## src/rtl/mp64_qos_sched.sv

```systemverilog
// mp64_qos_sched: weighted round-robin grant sequencer with per-epoch beat budgets and a QoS CSR port.
// Define QOS_STARVE_GUARD_EN to enable starvation promotion (STATUS[11:8] reports promoted requesters).
module mp64_qos_sched #(
    parameter int NUM_REQ      = 4,
    parameter int EPOCH_W      = 16,
    parameter int STARVE_LIMIT = 16
) (
    input  logic               clk,
    input  logic               rst_n,
    input  logic [NUM_REQ-1:0] req,
    input  logic               done,
    output logic [NUM_REQ-1:0] grant,
    output logic               grant_valid,
    output logic [NUM_REQ-1:0] throttled,
    output logic               epoch_tick,
    input  logic               csr_wen,
    input  logic [7:0]         csr_addr,
    input  logic [63:0]        csr_wdata,
    output logic [63:0]        csr_rdata
);
    localparam int IDX_W  = (NUM_REQ > 1) ? $clog2(NUM_REQ) : 1;
    localparam int WAIT_W = $clog2(STARVE_LIMIT + 1);
    localparam logic [0:0] S_IDLE = 1'b0;
    localparam logic [0:0] S_BUSY = 1'b1;
    localparam logic [7:0] A_WEIGHT  = 8'h00;
    localparam logic [7:0] A_BWLIMIT = 8'h01;
    localparam logic [7:0] A_EPOCH   = 8'h02;
    localparam logic [7:0] A_STATUS  = 8'h03;

    logic [0:0]         state_q, state_d;
    logic [NUM_REQ-1:0] grant_q, grant_d;
    logic [IDX_W-1:0]   owner_q, owner_d, ptr_q, ptr_d;
    logic [7:0]         credit_q, credit_d;
    logic [7:0]         weight_q  [NUM_REQ];
    logic [7:0]         weight_d  [NUM_REQ];
    logic [15:0]        bwlimit_q [NUM_REQ];
    logic [15:0]        bwlimit_d [NUM_REQ];
    logic [15:0]        bw_cnt_q  [NUM_REQ];
    logic [15:0]        bw_cnt_d  [NUM_REQ];
    logic [EPOCH_W-1:0] epoch_len_q, epoch_len_d, epoch_cnt_q, epoch_cnt_d;
    logic               epoch_tick_q, epoch_tick_d;
    logic [63:0]        csr_rdata_q, csr_rdata_d, status_s;
    logic [NUM_REQ-1:0] throttled_s, eligible_s, starve_s;
    logic [IDX_W-1:0]   rr_sel_s, rr_cand_s, prom_sel_s, dec_sel_s;
    logic [7:0]         dec_credit_s;
`ifdef QOS_STARVE_GUARD_EN
    logic [WAIT_W-1:0]  wait_q [NUM_REQ];
    logic [WAIT_W-1:0]  wait_d [NUM_REQ];
`endif

    // Budget check against the registered beat counters.
    always_comb begin
        for (int i = 0; i < NUM_REQ; i++) begin
            throttled_s[i] = (bwlimit_q[i] != 16'd0) && (bw_cnt_q[i] >= bwlimit_q[i]);
        end
    end

    assign eligible_s = req & ~throttled_s;

    // Arbitration decision: starvation promotion, then owner credit, then cyclic search from ptr+1.
    always_comb begin
        rr_sel_s  = ptr_q;
        rr_cand_s = ptr_q;
        for (int k = NUM_REQ; k >= 1; k--) begin
            rr_cand_s = IDX_W'((int'(ptr_q) + k) % NUM_REQ);
            rr_sel_s  = eligible_s[rr_cand_s] ? rr_cand_s : rr_sel_s;
        end
        starve_s   = '0;
        prom_sel_s = '0;
`ifdef QOS_STARVE_GUARD_EN
        for (int i = NUM_REQ - 1; i >= 0; i--) begin
            starve_s[i] = eligible_s[i] && (wait_q[i] >= WAIT_W'(STARVE_LIMIT));
            prom_sel_s  = starve_s[i] ? IDX_W'(i) : prom_sel_s;
        end
`endif
        if (|starve_s) begin
            dec_sel_s    = prom_sel_s;
            dec_credit_s = weight_q[prom_sel_s] - 8'd1;
        end else if (eligible_s[ptr_q] && (credit_q != 8'd0)) begin
            dec_sel_s    = ptr_q;
            dec_credit_s = credit_q - 8'd1;
        end else begin
            dec_sel_s    = rr_sel_s;
            dec_credit_s = weight_q[rr_sel_s] - 8'd1;
        end
    end

    // Next-state: CSR writes, epoch counter, grant FSM and beat accounting.
    always_comb begin
        state_d     = state_q;
        grant_d     = grant_q;
        owner_d     = owner_q;
        ptr_d       = ptr_q;
        credit_d    = credit_q;
        weight_d    = weight_q;
        bwlimit_d   = bwlimit_q;
        bw_cnt_d    = bw_cnt_q;
        epoch_len_d = epoch_len_q;
`ifdef QOS_STARVE_GUARD_EN
        wait_d      = wait_q;
`endif
        case ({csr_wen, csr_addr})
            {1'b1, A_WEIGHT}: begin
                for (int i = 0; i < NUM_REQ; i++) begin
                    weight_d[i] = (csr_wdata[8*i +: 8] == 8'd0) ? 8'd1 : csr_wdata[8*i +: 8];
                end
            end
            {1'b1, A_BWLIMIT}: begin
                for (int i = 0; i < NUM_REQ; i++) begin
                    bwlimit_d[i] = csr_wdata[16*i +: 16];
                end
            end
            {1'b1, A_EPOCH}: begin
                epoch_len_d = (csr_wdata[EPOCH_W-1:0] == '0) ? EPOCH_W'(1) : csr_wdata[EPOCH_W-1:0];
            end
            default: begin
                epoch_len_d = epoch_len_q;
            end
        endcase
        // Counters clear before the done increment so a beat finishing on the wrap lands in the new epoch.
        if (epoch_cnt_q >= (epoch_len_q - EPOCH_W'(1))) begin
            epoch_cnt_d  = '0;
            epoch_tick_d = 1'b1;
            for (int i = 0; i < NUM_REQ; i++) begin
                bw_cnt_d[i] = 16'd0;
            end
        end else begin
            epoch_cnt_d  = epoch_cnt_q + EPOCH_W'(1);
            epoch_tick_d = 1'b0;
        end
        case (state_q)
            S_IDLE: begin
                if (|eligible_s) begin
                    state_d  = S_BUSY;
                    grant_d  = NUM_REQ'(1) << dec_sel_s;
                    owner_d  = dec_sel_s;
                    ptr_d    = dec_sel_s;
                    credit_d = dec_credit_s;
`ifdef QOS_STARVE_GUARD_EN
                    for (int i = 0; i < NUM_REQ; i++) begin
                        wait_d[i] = (IDX_W'(i) == dec_sel_s) ? '0 :
                                    (eligible_s[i] && (wait_q[i] < WAIT_W'(STARVE_LIMIT))) ?
                                    wait_q[i] + WAIT_W'(1) : wait_q[i];
                    end
`endif
                end else begin
                    state_d = S_IDLE;
                end
            end
            S_BUSY: begin
                if (done) begin
                    state_d           = S_IDLE;
                    grant_d           = '0;
                    bw_cnt_d[owner_q] = (bw_cnt_d[owner_q] == 16'hFFFF) ? 16'hFFFF
                                                                        : bw_cnt_d[owner_q] + 16'd1;
                end else begin
                    state_d = S_BUSY;
                end
            end
            default: begin
                state_d = S_IDLE;
                grant_d = '0;
            end
        endcase
    end

    // CSR read mux, captured one cycle after the address is presented.
    always_comb begin
        status_s                = 64'd0;
        status_s[NUM_REQ-1:0]   = throttled_s;
        status_s[4 +: IDX_W]    = owner_q;
        status_s[6]             = |grant_q;
        status_s[8 +: NUM_REQ]  = starve_s;
        status_s[31:16]         = bw_cnt_q[owner_q];
        csr_rdata_d             = 64'd0;
        case (csr_addr)
            A_WEIGHT: begin
                for (int i = 0; i < NUM_REQ; i++) csr_rdata_d[8*i +: 8] = weight_q[i];
            end
            A_BWLIMIT: begin
                for (int i = 0; i < NUM_REQ; i++) csr_rdata_d[16*i +: 16] = bwlimit_q[i];
            end
            A_EPOCH:  csr_rdata_d[EPOCH_W-1:0] = epoch_len_q;
            A_STATUS: csr_rdata_d = status_s;
            default:  csr_rdata_d = 64'd0;
        endcase
    end

    // State registers with synchronous active-low reset.
    always_ff @(posedge clk) begin
        if (!rst_n) begin
            state_q      <= S_IDLE;
            grant_q      <= '0;
            owner_q      <= '0;
            ptr_q        <= '0;
            credit_q     <= 8'd0;
            epoch_len_q  <= {EPOCH_W{1'b1}};
            epoch_cnt_q  <= '0;
            epoch_tick_q <= 1'b0;
            csr_rdata_q  <= 64'd0;
            for (int i = 0; i < NUM_REQ; i++) begin
                weight_q[i]  <= 8'd1;
                bwlimit_q[i] <= 16'd0;
                bw_cnt_q[i]  <= 16'd0;
`ifdef QOS_STARVE_GUARD_EN
                wait_q[i]    <= '0;
`endif
            end
        end else begin
            state_q      <= state_d;
            grant_q      <= grant_d;
            owner_q      <= owner_d;
            ptr_q        <= ptr_d;
            credit_q     <= credit_d;
            epoch_len_q  <= epoch_len_d;
            epoch_cnt_q  <= epoch_cnt_d;
            epoch_tick_q <= epoch_tick_d;
            csr_rdata_q  <= csr_rdata_d;
            weight_q     <= weight_d;
            bwlimit_q    <= bwlimit_d;
            bw_cnt_q     <= bw_cnt_d;
`ifdef QOS_STARVE_GUARD_EN
            wait_q       <= wait_d;
`endif
        end
    end

    assign grant       = grant_q;
    assign grant_valid = |grant_q;
    assign throttled   = throttled_s;
    assign epoch_tick  = epoch_tick_q;
    assign csr_rdata   = csr_rdata_q;
endmodule
```

## config.mk

```make
export PLATFORM = sky130hd
export DESIGN_NAME = mp64_qos_sched
export DESIGN_NICKNAME = d
export VERILOG_FILES = /design/src/rtl/mp64_qos_sched.sv
export SDC_FILE = /design/constraint.sdc
export NUM_CORES = 1
export LEC_CHECK = 0
export ABC_AREA = 1
export BUFFER_PORTS_ARGS = -buffer_cell sky130_fd_sc_hd__buf_2
export CORE_MARGIN = 1
export CORE_UTILIZATION = 50
export CTS_CLUSTER_DIAMETER = 50
export DETAILED_ROUTE_END_ITERATION = 7
export PLACE_DENSITY = 0.77
export SLEW_MARGIN = 20
export SYNTH_ARGS = -nofsm -noshare
export SYNTH_HDL_FRONTEND = slang
export SYNTH_SLANG_ARGS = --single-unit
```

## constraint.sdc

```tcl
create_clock -name clk -period 5 [get_ports clk]
set_clock_uncertainty 0.15 [all_clocks]
set_input_delay 0.25 -clock clk [delete_from_list [all_inputs] [get_ports clk]]
set_output_delay 0.25 -clock clk [all_outputs]
set_load 0.02 [all_outputs]
```

Yosys cells after proc, flatten, opt, wreduce, memory -nomap -nowiden
Index checks and enable logic that the tools add are counted.
{"block": "op_classes", "addsub": 9, "order_cmp": 13, "eq_ne": 9, "shifts": 1, "muxes": 46, "bitwise": 6, "reduce_logical": 23}
{"op": "64-bit 2-to-1 mux", "count": 3}
{"op": "16-bit 2-to-1 mux", "count": 7}
{"op": "16-bit greater-or-equal comparator", "count": 5}
{"op": "16-bit binary-select mux with 2-bit select", "count": 2}
{"op": "64-bit bitwise mux", "count": 1}
{"op": "16-bit case mux with 4 select lines", "count": 1}
{"op": "16-bit nonzero test", "count": 4}
{"op": "8-bit 2-to-1 mux", "count": 7}
{"op": "16-bit case mux with 3 select lines", "count": 1}
{"op": "8-bit logical NOT", "count": 5}
{"op": "16-bit by 1-bit adder with 16-bit output (second input constant)", "count": 2}
{"op": "16-bit demux with 2-bit select", "count": 1}
{"op": "9-bit equality test (second input constant)", "count": 3}
{"op": "8-bit binary-select mux with 2-bit select", "count": 1}
{"op": "16-bit equality test (second input constant)", "count": 1}
{"op": "8-bit by 2-bit equality test with 1-bit output (second input constant)", "count": 2}
{"op": "16-bit logical NOT", "count": 1}
{"op": "16-bit by 1-bit subtractor with 16-bit output (second input constant)", "count": 1}
{"op": "8-bit by 1-bit subtractor with 8-bit output (second input constant)", "count": 2}
{"op": "2-bit by 3-bit < comparator with 1-bit output (second input constant)", "count": 5}
{"op": "1-bit binary-select mux with 2-bit select", "count": 5}
{"op": "2-bit 2-to-1 mux", "count": 5}
{"op": "8-bit by 1-bit equality test with 1-bit output (second input constant)", "count": 1}
{"op": "1-bit 2-to-1 mux", "count": 8}
{"op": "18 further kinds", "count": 33}
{"block": "totals", "reg_bits": 272, "in_bits": 80, "out_inout_bits": 74}

Logic depth before layout (Yosys ltp)
{"block": "logic_depth", "word_depth": 16, "depth_mapped": 34}

Worst setup path after synthesis
Ideal clock, no wire load.
{"block": "synth_timing", "path_type": "flip-flop to flip-flop", "startpoint": "register epoch_len_q[0]", "endpoint": "register bw_cnt_q[60] (netlist bit)", "setup_time_ns": 0.087, "arrival_ns": 4.012, "required_time_ns": 4.763, "setup_slack_ns": 0.751, "stages_incl_launch_ff": 29, "synth_period_minus_slack_ns": 4.249, "path_cell_list": "dfxtp_1 > inv_1 > ha_1 > nand2_1 > nor3_1 > nand2_1 > nor2_1 > nand2_1 > nor3_1 > nand2_1 > nor2_1 > xor2_1 > inv_1 > ha_1 > nand4_1 > nor3_1 > a221oi_2 > nand2_2 > nor2_1 > ha_1 > inv_1 > nor3_2 > inv_1 > nor2_1 > nand2_1 > buf_2 > nand3_2 > nand2_1 > o31ai_1"}
{"block": "synth_via", "elab_chain_len": 11, "elab_cells_between_ends": 12, "classes_between": "add/sub (2); order compare (1); eq/ne (1); mux (8)"}
{"element": "start, declared", "line_no": "40", "rtl": "logic [EPOCH_W-1:0] epoch_len_q, epoch_len_d, epoch_cnt_q, epoch_cnt_d;"}
{"element": "start signal, assigned", "line_no": "197", "rtl": "epoch_len_q <= {EPOCH_W{1'b1}};"}
{"element": "start signal, assigned", "line_no": "215", "rtl": "epoch_len_q <= epoch_len_d;"}
{"element": "16-bit by 1-bit subtractor with 16-bit output (*)", "line_no": "121", "rtl": "if (epoch_cnt_q >= (epoch_len_q - EPOCH_W'(1))) begin"}
{"element": "16-bit greater-or-equal comparator (*)", "line_no": "121"}
{"element": "64-bit 2-to-1 mux (*)", "line_no": "121"}
{"element": "16-bit binary-select mux with 2-bit select", "line_no": "154, 155"}
{"element": "16-bit 2-to-1 mux (not written as such) (2 in series)", "line_no": "154, 155"}
{"element": "16-bit by 1-bit adder with 16-bit output / 16-bit equality test (equally long branches)", "line_no": "155, 154"}
{"element": "16-bit 2-to-1 mux", "line_no": "154", "rtl": "bw_cnt_d[owner_q] = (bw_cnt_d[owner_q] == 16'hFFFF) ? 16'hFFFF"}
{"element": "64-bit bitwise mux", "line_no": "154"}
{"element": "64-bit 2-to-1 mux", "line_no": "151", "rtl": "if (done) begin"}
{"element": "64-bit 2-to-1 mux (*)", "line_no": "131", "rtl": "case (state_q)"}
{"element": "end signal, assigned", "line_no": "221", "rtl": "bw_cnt_q <= bw_cnt_d;"}
{"element": "end, declared", "line_no": "38", "rtl": "logic [15:0] bw_cnt_q [NUM_REQ];"}
Mark *: on every way between the ends. The rest lies on a longest branch, timed or not. The select of a mux whose other input is x is not followed.
A chain may end at the register's enable or synchronous reset.

Worst setup path after layout
{"block": "layout_timing", "startpoint": "register epoch_len_q[2]", "endpoint": "register bw_cnt_q[8] (netlist bit)"}
Same word-level chain as after synthesis.

==> key figures <==
Status
  • Status: completed

Synthesis
  • Top post-synthesis cells by area: dfxtp_1 39%, nand2_1 8.8%, inv_1 8.0%
  • Synth Instances: between 1,500 and 2,000
  • Sequential element share of the synthesized area: between 30% and 40%
  • Ys flop type: dfxtp_1
  • Post-synth net total: around 2,100
  • Area share of the largest cell type after synthesis: between 30 and 40%
  • Avg Synthesized Cell Area: 7.14 sq um
  • Yosys top cell by area: dfxtp_1
  • Netlist cell types: 55
  • Number of enable flip-flop cells after synthesis: 0
  • Synth async-reset ratio: 0%
  • Yosys reg bits: roughly 270
  • YS warnings: 0
  • Post-Synthesis Cell Area: about 14,000 sq um

Clock tree
  • CTS sink cnt: around 270
  • Worst-path clk slew: about 60 ps
  • Post-CTS Setup Inserts: 0
  • CTS tree: yes
  • Clk root buf: clkbuf_16
  • Clk_lat worst skew: 510 ps
  • Max Root-Sink Buffers: 3
  • Htree depth: 2
  • CTS buffer count: 34

Floorplan
  • Die width: 170 um
  • Die height: ~170 um
  • Initial Util: between 50% and 60%
  • Die area: between 20,000 and 30,000 sq um
  • Row cnt: 61
  • Top Ports: approximately 150
  • Core ar.: approximately 28,000 sq um

Global route
  • Gr ovfl total: 0
  • First-pass GRT wire length: approximately 72 mm
  • GR Util All Layers: about a third
  • Largest net degree at the start of global routing: 98
  • Antenna violations before repair: 0
  • Vias in the first global route: between 10,000 and 15,000

Critical path
  • Worst-path maximum fanout: 5
  • Slowest Stage Delay on Critical Path: ~360 ps
  • WS Path Type: register to register
  • Critical path capture point type: register
  • CP required: 5230 ps
  • Worst Path Arrival: roughly 5000 ps
  • Setup crit start kind: register
  • Critical-path top delay cell: dfxtp_1

Place
  • Placed cell area: approximately 15,000 sq um
  • Placer Congestion: between 0.9 and 1
  • DP Wirelength: 32.3 mm
  • IO buf count: about 150
  • DP Cell Count: 2,450

Timing
  • Final Setup Violations: 0
  • Setup TNS: 0 ps
  • Fmax: 0.216 GHz
  • Slew @ Worst Pin: 1070 ps
  • Max Slew Vio Count: 0
  • Final count of hold timing violations: 0
  • Tmin final: around 4600 ps
  • RSZ-0062 raised after global routing: no
  • Final Cycle Share: ~92%
  • Slew headroom: between 20 and 30%

Final layout
  • Commonest non-fill, non-tap cells in the layout: 331 x nand2_1, 301 x inv_1, 272 x dfxtp_1, 236 x nor2_1, 166 x o21ai_0
  • Finished Layout Cells: approximately 2,600
  • Most common cell after layout, fill and taps aside: nand2_1
  • P&R area growth vs syn: 20.8%
  • Post-route cell area: roughly 17,000 sq um
  • Antenna diodes: 0
  • Layout cells sized above 1: between 10 and 15%
  • Final layout net count: 2,342

Power
  • P_int: between 0.004 and 0.005 W
  • Clock network power share: approximately 33%
  • Worst IR Drop VDD: 0.444 mV
  • Switching Fraction: a little under two fifths
  • Sequential share of power: between 30 and 40%
  • Leakage: approximately 8.1 nW
  • P_sw: slightly below 0.003 W
  • PwrDens: approximately 440 nW/um^2
  • Comb power frac: 36.0%

Job
  • Max Cap Viol: 0

Detailed routing
  • Routed WL: 45.4 mm
  • DRC Markers: 0
  • Routed Antenna Nets: 0
  • Routed len/inst: roughly 18 um
  • Routed vias: 14,100
  • Initial DRC count: 1,357
  • DR vias/cell: 5.49
  • Drt first pass iters: 6

Min path
  • Min-Delay Path Class: input pin to register
per-layer routing:
metal  wire length, um  GRT usage (%)  part of all wire [%]
met1             19600           41.6                    43
met2             20600           52.2                    45
met3              3330           4.07                   7.3
met4              1820           13.0                   4.0
met5                 0              0                     0
state kept, by name, summed over array words and instances (netlist names):
register / cells
epoch_len_q: 16
ptr_q: 2
state_q: 1
epoch_cnt_q: 16
epoch_tick: 1
csr_rdata: 64
bwlimit_q: 64
bw_cnt_q: 64
weight_q: 32
grant: 4
credit_q: 8
per-stage QoR:
step                utilization [%]  hold slack [ps]  power [W]  setup WS (ps)
detailed placement             54.7              306    0.00502            287
finish                         61.3             43.2    0.00757            379
global placement               54.7              296    0.00499            376
floorplan                         -              230    0.00441            751
global route                   61.3              112    0.00799           15.9
CTS                            61.2             38.7    0.00753            164
worst paths after layout:
kind / depth (start not counted) / end / slack (ps) / start
max: 26 / bw_cnt_q[8] / 380 / epoch_len_q[2]
min: 5 / state_q / 40 / req[0]
max reg2reg: 26 / bw_cnt_q[8] / 380 / epoch_len_q[2]
min reg2reg: 2 / csr_rdata[58] / 330 / bwlimit_q[10]
power by group through the flow:
stage	clock (W)	sequential (W)	combinational, W
2_1_floorplan	0	0.00238	0.00203
3_3_place_gp	0	0.00240	0.00260
3_5_place_dp	0	0.00240	0.00262
4_1_cts	0.00250	0.00235	0.00268
5_1_grt	0.00259	0.00236	0.00304
6_report	0.00249	0.00235	0.00272
cell usage after synthesis, types with 6 or more instances:
library cell,n
o22ai_1,24
nor4_1,16
clkbuf_1,56
nor3_1,51
nor2_4,6
inv_1,302
nor2_2,7
a32o_1,9
nor2_1,241
nand2_2,12
nand3_1,71
nand4_1,23
o21ai_0,166
ha_1,88
a211oi_1,30
inv_2,12
o211ai_1,23
a21oi_1,121
xor2_1,20
buf_2,14
nand2_1,332
dfxtp_1,272
nand3_2,6
timing repair:
item | in CTS | in global routing
hold buffers | 66 | 0
endpoints found under the hold margin | 114 | 0
endpoints found under the setup margin | 0 | 67
resized for setup | 0 | 5
final cells by class:
class | instances | area, sq um
fill | 2564 | 10800
multi-input combinational | 1305 | 7150
sequential | 272 | 5450
timing repair buffer | 244 | 1630
inverter | 317 | 1200
clock buffer | 47 | 981
tap | 378 | 473
clock inverter | 11 | 151
cells by family (layout without fill, tap and decap cells):
family / Yosys count / count (layout) / share of synthesized area, %
AO/OA/AOI/OAI: 404 / 404 / 16.5
adder cells (fa/ha/maj): 88 / 88 / 7.81
flip-flops: 272 / 272 / 38.6
buffers and inverters: 396 / 619 / 10.9
AND/OR/NAND/NOR: 789 / 789 / 24.6
XOR/XNOR: 24 / 24 / 1.49
worst max-delay path, delay by kind of cell, from the launching register on:
family	cells	cell delay (ps)
AOI/OAI and AO/OA	2	490
xor gates and xnor gates	2	360
adders and majority gates	2	470
buffers and inverters	6	530
DFF	1	360
and+or+nand+nor	14	2120
No activity file was read; power rests on OpenSTA's default activity.
